--- src/rtl/cmd_loader_pkg.sv ---
// Shared types and width helpers for the command-memory loader.
package cmd_loader_pkg;

    typedef enum logic [1:0] {
        IDLE  = 2'd0,
        LOAD  = 2'd1,
        FLUSH = 2'd2
    } state_t;

    function automatic int words_per_cmd(input int cmd_width, input int in_width);
        return cmd_width / in_width;
    endfunction

    // A command must be built from a whole number of host words.
    function automatic bit cmd_width_ok(input int cmd_width, input int in_width);
        return (in_width > 0) && (cmd_width >= in_width) && ((cmd_width % in_width) == 0);
    endfunction

endpackage

--- src/rtl/cmd_packer.sv ---
// Packs host words little-endian into one command; cmd_valid pulses combinationally
// with the final word so the caller can register the full command on that edge.
module cmd_packer
    import cmd_loader_pkg::*;
#(
    parameter int CMD_WIDTH = 128,
    parameter int IN_WIDTH  = 32
) (
    input  logic                 clk,
    input  logic                 clear,
    input  logic                 word_valid,
    input  logic [IN_WIDTH-1:0]  word,
    output logic                 cmd_valid,
    output logic [CMD_WIDTH-1:0] cmd_data
);

    localparam int WPC   = words_per_cmd(CMD_WIDTH, IN_WIDTH);
    localparam int CNT_W = (WPC > 1) ? $clog2(WPC) : 1;
    localparam logic [CNT_W-1:0] LAST_WORD = CNT_W'(WPC - 1);

    logic [CNT_W-1:0]     word_cnt;
    logic [CMD_WIDTH-1:0] assembly;

    always_ff @(posedge clk) begin
        if (clear) begin
            word_cnt <= '0;
            assembly <= '0;
        end else if (word_valid) begin
            assembly[word_cnt*IN_WIDTH +: IN_WIDTH] <= word;
            word_cnt <= (word_cnt == LAST_WORD) ? '0 : word_cnt + CNT_W'(1);
        end
    end

    assign cmd_valid = word_valid && !clear && (word_cnt == LAST_WORD);

    // The last word bypasses the assembly register so the write lands one cycle after it.
    always_comb begin
        cmd_data = assembly;
        cmd_data[(WPC-1)*IN_WIDTH +: IN_WIDTH] = word;
    end

endmodule

--- src/rtl/cmd_loader.sv ---
// Command-memory write front end: packs host words and writes commands at base+idx.
// Optional running checksum of accepted words enabled by CMD_LOADER_CSUM_EN.
module cmd_loader
    import cmd_loader_pkg::*;
#(
    parameter int CMD_WIDTH  = 128,
    parameter int ADDR_WIDTH = 8,
    parameter int IN_WIDTH   = 32
) (
    input  logic                  clk,
    input  logic                  reset,
    input  logic                  start,
    input  logic                  abort,
    input  logic [ADDR_WIDTH-1:0] base_addr,
    input  logic [ADDR_WIDTH:0]   num_cmds,
    input  logic [IN_WIDTH-1:0]   in_data,
    input  logic                  in_valid,
    output logic                  in_ready,
    output logic                  write_enable,
    output logic [ADDR_WIDTH-1:0] write_address,
    output logic [CMD_WIDTH-1:0]  cmd_in,
    output logic                  busy,
    output logic                  done,
    output logic                  err,
    output logic [IN_WIDTH-1:0]   csum
);

    localparam logic [ADDR_WIDTH:0] MAX_CMDS = {1'b1, {ADDR_WIDTH{1'b0}}};
    localparam logic [ADDR_WIDTH:0] ONE_CMD  = (ADDR_WIDTH+1)'(1);

    if (!cmd_width_ok(CMD_WIDTH, IN_WIDTH)) begin : g_width_check
        $error("cmd_loader: CMD_WIDTH must be an integer multiple of IN_WIDTH");
    end

    state_t                state;
    logic [ADDR_WIDTH-1:0] base_q;
    logic [ADDR_WIDTH:0]   num_q;
    logic [ADDR_WIDTH:0]   cmd_idx;
    logic                  accept;
    logic                  start_load;
    logic                  pack_clear;
    logic                  cmd_valid;
    logic [CMD_WIDTH-1:0]  cmd_data;

    // abort wins over a word arriving in the same cycle, so that word is never packed.
    assign accept     = in_ready && in_valid && !abort;
    assign start_load = (state == IDLE) && start && !abort
                        && (num_cmds != '0) && (num_cmds <= MAX_CMDS);
    assign pack_clear = reset || abort || start_load;

    cmd_packer #(
        .CMD_WIDTH (CMD_WIDTH),
        .IN_WIDTH  (IN_WIDTH)
    ) u_packer (
        .clk        (clk),
        .clear      (pack_clear),
        .word_valid (accept),
        .word       (in_data),
        .cmd_valid  (cmd_valid),
        .cmd_data   (cmd_data)
    );

    always_ff @(posedge clk) begin
        if (reset) begin
            state         <= IDLE;
            in_ready      <= 1'b0;
            write_enable  <= 1'b0;
            write_address <= '0;
            cmd_in        <= '0;
            busy          <= 1'b0;
            done          <= 1'b0;
            err           <= 1'b0;
            base_q        <= '0;
            num_q         <= '0;
            cmd_idx       <= '0;
        end else begin
            write_enable <= 1'b0;
            done         <= 1'b0;
            if (abort) begin
                state    <= IDLE;
                in_ready <= 1'b0;
                busy     <= 1'b0;
            end else begin
                case (state)
                    IDLE: begin
                        if (start) begin
                            if (num_cmds == '0) begin
                                done <= 1'b1;
                            end else if (num_cmds > MAX_CMDS) begin
                                err <= 1'b1;
                            end else begin
                                base_q   <= base_addr;
                                num_q    <= num_cmds;
                                cmd_idx  <= '0;
                                err      <= 1'b0;
                                state    <= LOAD;
                                in_ready <= 1'b1;
                                busy     <= 1'b1;
                            end
                        end
                    end
                    LOAD: begin
                        if (cmd_valid) begin
                            write_enable  <= 1'b1;
                            write_address <= base_q + cmd_idx[ADDR_WIDTH-1:0];
                            cmd_in        <= cmd_data;
                            cmd_idx       <= cmd_idx + ONE_CMD;
                            if ((cmd_idx + ONE_CMD) == num_q) begin
                                state    <= FLUSH;
                                in_ready <= 1'b0;
                            end
                        end
                    end
                    FLUSH: begin
                        state <= IDLE;
                        busy  <= 1'b0;
                        done  <= 1'b1;
                    end
                    default: begin
                        state    <= IDLE;
                        in_ready <= 1'b0;
                        busy     <= 1'b0;
                    end
                endcase
            end
        end
    end

`ifdef CMD_LOADER_CSUM_EN
    always_ff @(posedge clk) begin
        if (reset || start_load) begin
            csum <= '0;
        end else if (accept) begin
            csum <= csum + in_data;
        end
    end
`else
    assign csum = '0;
`endif

endmodule

--- config.mk ---
export PLATFORM = sky130hd
export DESIGN_NAME = cmd_loader
export DESIGN_NICKNAME = d
export VERILOG_FILES = /design/src/rtl/cmd_loader_pkg.sv /design/src/rtl/cmd_packer.sv /design/src/rtl/cmd_loader.sv
export SDC_FILE = /design/constraint.sdc
export NUM_CORES = 1
export LEC_CHECK = 0
export CORE_AREA = 2 2 148 150
export CTS_CLUSTER_DIAMETER = 100
export DETAILED_ROUTE_END_ITERATION = 10
export DIE_AREA = 0 0 150 152
export MAX_ROUTING_LAYER = met4
export PLACE_DENSITY_LB_ADDON = 0.2
export SLEW_MARGIN = 0
export SYNTH_ARGS = -nofsm -noshare
export SYNTH_HDL_FRONTEND = slang
export SYNTH_SLANG_ARGS = --single-unit
--- constraint.sdc ---
create_clock -name clk -period 3.8 [get_ports clk]
set_input_delay 0.57 -clock clk [delete_from_list [all_inputs] [get_ports clk]]
set_output_delay 0.57 -clock clk [all_outputs]
set_load 0.01 [all_outputs]
== Yosys cells after proc, flatten, opt, wreduce, memory -nomap -nowiden ==
Index checks and enable logic that the tools add are counted.

* Bitwise operators: 5
* Reductions and logical operators: 25
* Equality and inequality tests: 9
* Divide/modulo/power cells: 0
* Order comparisons: 2
* $mul: 0
* Add/sub/neg operators: 4
* Shifts and indexed selects: 2
* Mux-type cells: 25

{| class="wikitable"
|+ Operators with widths
! kind !! count
|-
| 128-bit bitwise mux || 1
|-
| 32-bit by 34-bit variable shift with 128-bit output, first input constant || 1
|-
| 32-bit by 34-bit indexed part select with 128-bit output || 1
|-
| 9-bit two-way mux || 4
|-
| 7-bit negation with 34-bit output || 1
|-
| 9-bit one-hot mux with 2 select lines || 1
|-
| 2-bit two-way mux || 6
|-
| 6-bit AND reduction || 2
|-
| 2-bit != test, second input constant || 5
|-
| 5-bit AND reduction || 2
|-
| 9-bit by 1-bit adder with 9-bit output, second input constant || 1
|-
| 9-bit equality test || 1
|-
| 9-bit greater-than comparator, second input constant || 1
|-
| 9-bit less-or-equal comparator, second input constant || 1
|-
| 9-bit zero test || 1
|-
| 1-bit two-way mux || 9
|-
| 9-bit nonzero test || 1
|-
| 8-bit adder || 1
|-
| 1-bit logical AND || 8
|-
| 4-bit AND reduction || 2
|-
| 1-bit NOT || 5
|-
| 2-bit equality test, second input constant || 2
|-
| 1-bit one-hot mux with 2 select lines || 2
|-
| 2-bit one-hot mux with 2 select lines || 1
|-
| 10 further kinds || 12
|}

* Bits in read-only memories: 0
* Input port bits: 54
* Memory bits (writable): 0
* Output and inout bits: 173
* Bits in latches: 0
* Word-level logic and storage cells: 85
* Flip-flop bits (word level): 299
* Memories kept: 0

== Depth between registers and ports, before layout ==
* Word-level depth: 11
* Gate-level depth with buffers: 9
* Depth with buffers taken out: 9

== Hierarchy ==
A second synthesis with hierarchy kept.

* Cell total of the unflattened synthesis: 1261
* Area, all modules: 10443.8 um^2

{| class="wikitable"
|+ Modules (own cells, without submodules)
! module !! sequential area each (um^2) !! instances !! cells each !! area an instance (um^2)
|-
| cmd_loader || 3383.2 || 1 || 860 || 6827.8
|-
| cmd_packer || 1961.9 || 1 || 401 || 3616.0
|}

== Worst setup path before layout ==
No wires, ideal clock.

* Path type: input-to-reg
* Start point: in num_cmds[0]
* End point: reg cmd_idx[1]
* Path buffers: 0
* Path slack: 1.177 ns
* Required time: 3.730 ns
* Library setup time: 0.070 ns
* Arrival: 2.553 ns
* Cell stages on the path: 8
* Cell sequence: nor4_1 -> nand2_1 -> ha_1 -> or3b_1 -> or2_1 -> a211o_1 -> or3_1 -> a21oi_1

* Cells in the longest elaborated chain, start to end: 9
* Elaborated cells on any way between the ends: 14
* Those cells by class: 2 x order compare; 3 x eq/ne; 9 x reduce/logical

{| class="wikitable"
|+ Ends and longest elaborated chain
! element !! RTL line !! text
|-
| start, declared || cmd_loader.sv:15 || <nowiki>input logic [ADDR_WIDTH:0] num_cmds,</nowiki>
|-
| branches (longest 8 deep; another with 9-bit less-or-equal comparator) || n/a ||
|-
| 6-bit AND reduction (no source line) (*) || n/a ||
|-
| end signal, assigned || cmd_loader.sv:107 || <nowiki>cmd_idx <= cmd_idx + ONE_CMD;</nowiki>
|-
| end, declared || cmd_loader.sv:38 || <nowiki>logic [ADDR_WIDTH:0] cmd_idx;</nowiki>
|}

Every way passes the cells marked *.
A chain may end at the register's enable or synchronous reset.

== Worst setup path after layout ==
Same ends and word-level chain as after synthesis.

==> qor.txt <==
outcome = finished, final reports clean
Pre-Repair DR Iteration Count = 4
Yosys Warn Count = 0
residual antenna-violating net count after detailed routing = 0
Clk Tree Root Cell = clkbuf_16
peak clock frequency supported by timing = 0.359 GHz
final routed wirelength across all metal layers = 27.5 mm
per-cell via count in the routed design = 5.25
Placer Congestion = 0.799
share of total power in combinational logic = 0.036
Power Density = 425 nW/um^2
final net count = 1526
deepest level of the CTS H-tree = 1
Max clock buf depth = 3
startpoint-to-endpoint class of the critical path = input pin to flip-flop
antenna violations before repair = 0
Slew @ Worst Pin = 1040 ps
proportion of layout cells with a drive suffix above 1 = 0.0488
cell count of the worst reg-to-reg path = 5
endpoint required time on the critical path = 4270 ps
maximum ir drop on the vdd rail = 304 uV
Worst slew margin = 0.305
synthesized flop and latch total = 267
TNS Setup = 0 ps
Finish-stage setup viols = 0
number of standard cells after synthesis = 1315
Hold Violations, Final = 0
Max Fanout on Critical Path = 10
total vias in the final route = 9212
top library cells by usage in the layout, fill and taps aside = 399 x nand2_1, 267 x dfxtp_1, 260 x a21oi_1
most area-consuming cells after synthesis = dfxtp_1 51%, nand2_1 14%, a21oi_1 13%, nand3_1 4.9%, clkbuf_1 2.7%
total DRC errors in the routed layout = 0
cell type with the highest aggregate area in the netlist = dfxtp_1
final worst clock skew = 19.6 ps
class of the tightest hold or removal check = flip-flop to flip-flop
Pint = 4.39 mW
register share of total power = 0.499
maximum number of pins on one net before global-route repair = 99
number of synthesized flops with an enable pin = 0
Post-CTS Hold Buffers = 0
clock tree from TritonCTS = done
Multi-input gate area = 4490 um^2
WL per Instance = 15.7 um
number of cell rows = 54
die area = 22800 um^2
share of synthesized area occupied by flip-flops and latches = 0.515
critical path capture point type = flip-flop
portion of total power attributed to the clock network = 0.465
part of the cycle the worst path needs = 0.734
P_sw = 1.25 mW
fraction of synthesis flops using an asynchronous set or reset pin = 0
delay of the slowest critical-path stage = 460 ps
share of the core filled with cells in the final layout = 0.623
Min-Delay Endpoint = cmd_in[50]
synthesized area = 10400 um^2
register-to-register path setup slack = 1240 ps
Core ar. = 21400 um^2
total clock buffers created by CTS = 28
vias in the first global route = 8512
mean cell area of the mapped netlist = 7.90 um^2
layout overhead on the synthesized area = 28.0%
remaining global-route overflow = 0
DP HPWL = 17.1 mm
top-area cell type share of the netlist area = 0.515
Reg clk slew, reported paths = 60 ps
Filler cells = 1914
end of the worst register-to-register path = state[1]
switching power as a share of total power = 0.222
Leak = 4.38 nW
Slew Viols, Final = 0
slowest cell on the critical path = or3b_1
count of unique library cells instantiated by Yosys = 45
global-route wire length before repair = 44.1 mm
sequence of cells on the critical path = clkdlybuf4s50_1, nor4_1, nand2_1, ha_1, or3b_1, or2_1, a211o_1, or3_1, a21oi_1
Max-cap violations = 0
total clock sinks = 267
number of stages on the worst hold path = 2
unrepaired setup endpoints after global routing = false
# Post-CTS Setup Buffers = 0
Worst Hold Launch = u_packer.assembly[50]
die width = 150 um
Worst-Skew Late Latency = 550 ps
All-Layer GR Usage = 0.241
signal arrival time at the worst endpoint = 3260 ps
Top FF cell, synth = dfxtp_1
FF+latch area = 5350 um^2
Antenna Cells = 0
Reg2Reg Launch Point = u_packer.word_cnt[0]
leading cell type in the layout, fill and taps excluded = nand2_1
shortest period the worst path allows = 2790 ps
PortBufs = 194
die extent in y = 152 um
initial core utilization = 0.487
count of cells resized by post-cts repair = 0
I/O pin count = 227
starting DRC count in detailed routing = 454
nature of the critical path startpoint = input pin
## metrics by stage
| step | total power [mW] | instance area [um^2] | instances | hold slack [ps] | worst slack (ps) |
|---|---|---|---|---|---|
| finish | 5.64 | 13300 | 1754 | 439 | 1010 |
| global route | 5.81 | 13300 | 1754 | 464 | 789 |
| CTS | 5.68 | 13300 | 1754 | 449 | 1040 |
| detailed placement | 3.08 | 12400 | 1706 | 442 | 481 |
| global placement | 3.08 | 12400 | 1706 | 437 | 497 |
| floorplan | 3.00 | 10500 | 1346 | 432 | 1180 |
## power by group through the flow
stage / clock network, mW / logic (mW) / registers [mW]
2_1_floorplan: 0 / 0.122 / 2.88
3_3_place_gp: 0 / 0.203 / 2.88
3_5_place_dp: 0 / 0.204 / 2.88
4_1_cts: 2.66 / 0.205 / 2.82
5_1_grt: 2.77 / 0.224 / 2.82
6_report: 2.62 / 0.206 / 2.82
## flip-flops by register name, summed over array words and instances (netlist names), 2 cells and up
signal and flops:
base_q 8, cmd_idx 9, cmd_in 128, num_q 9
state 2, u_packer.assembly 96, u_packer.word_cnt 2, write_address 8
## how the worst max path moves through the flow
stage | startpoint | endpoint | depth (start not counted)
detailed placement | num_cmds[0] | cmd_idx[1] | 9
global placement | num_cmds[0] | cmd_idx[1] | 9
floorplan | num_cmds[0] | cmd_idx[1] | 8
finish | num_cmds[0] | cmd_idx[1] | 9
CTS | num_cmds[0] | cmd_idx[1] | 9
global route | num_cmds[0] | cmd_idx[1] | 9
## cell usage after synthesis, drive strengths merged (4+ instances only)
master,number
clkbuf,76
and2,5
a21oi,260
and3,5
inv,13
nor4,4
xor2,7
o21a,5
nand3b,4
nor3b,5
nor2b,7
dfxtp,267
ha,15
o21ai,14
nor2,17
xnor2,6
nand3,102
nand2,399
buf,57
nor3,7
## per-layer routing
layer	vias up	wire [um]	part of all wire	global-route usage
met2	223	13100	0.48	0.392
met1	4361	12400	0.45	0.311
met3	32	1530	0.055	0.0459
met4	0	446	0.016	0.0548
met5	-	0	0	-
li1	4596	-	-	-
## worst max-delay path, delay by kind of cell
kind	cells	cell delay [ps]
buffers and inverters	1	440
adder cells (fa/ha/maj)	1	220
AND/OR/NAND/NOR	5	1490
AO/OA/AOI/OAI	2	550
## logic make-up after synthesis
kind of cell / count (synthesis) / synth area share
flops: 267 / 0.515
xor+xnor: 13 / 0.0110
fa+ha+maj: 16 / 0.0200
compound gates: 299 / 0.151
other cells: 1 / 0.000361
mux: 3 / 0.00289
buf+inv: 146 / 0.0673
simple gates: 570 / 0.233
## area by class of cell
cell class / instances / share of cell area
Sequential cell: 267 / 0.402
Multi-Input combinational cell: 933 / 0.338
Timing Repair Buffer: 213 / 0.163
Clock buffer: 41 / 0.0624
Tap cell: 280 / 0.0264
Clock inverter: 7 / 0.00489
Inverter: 13 / 0.00386
(Power assumes the default switching activity.)
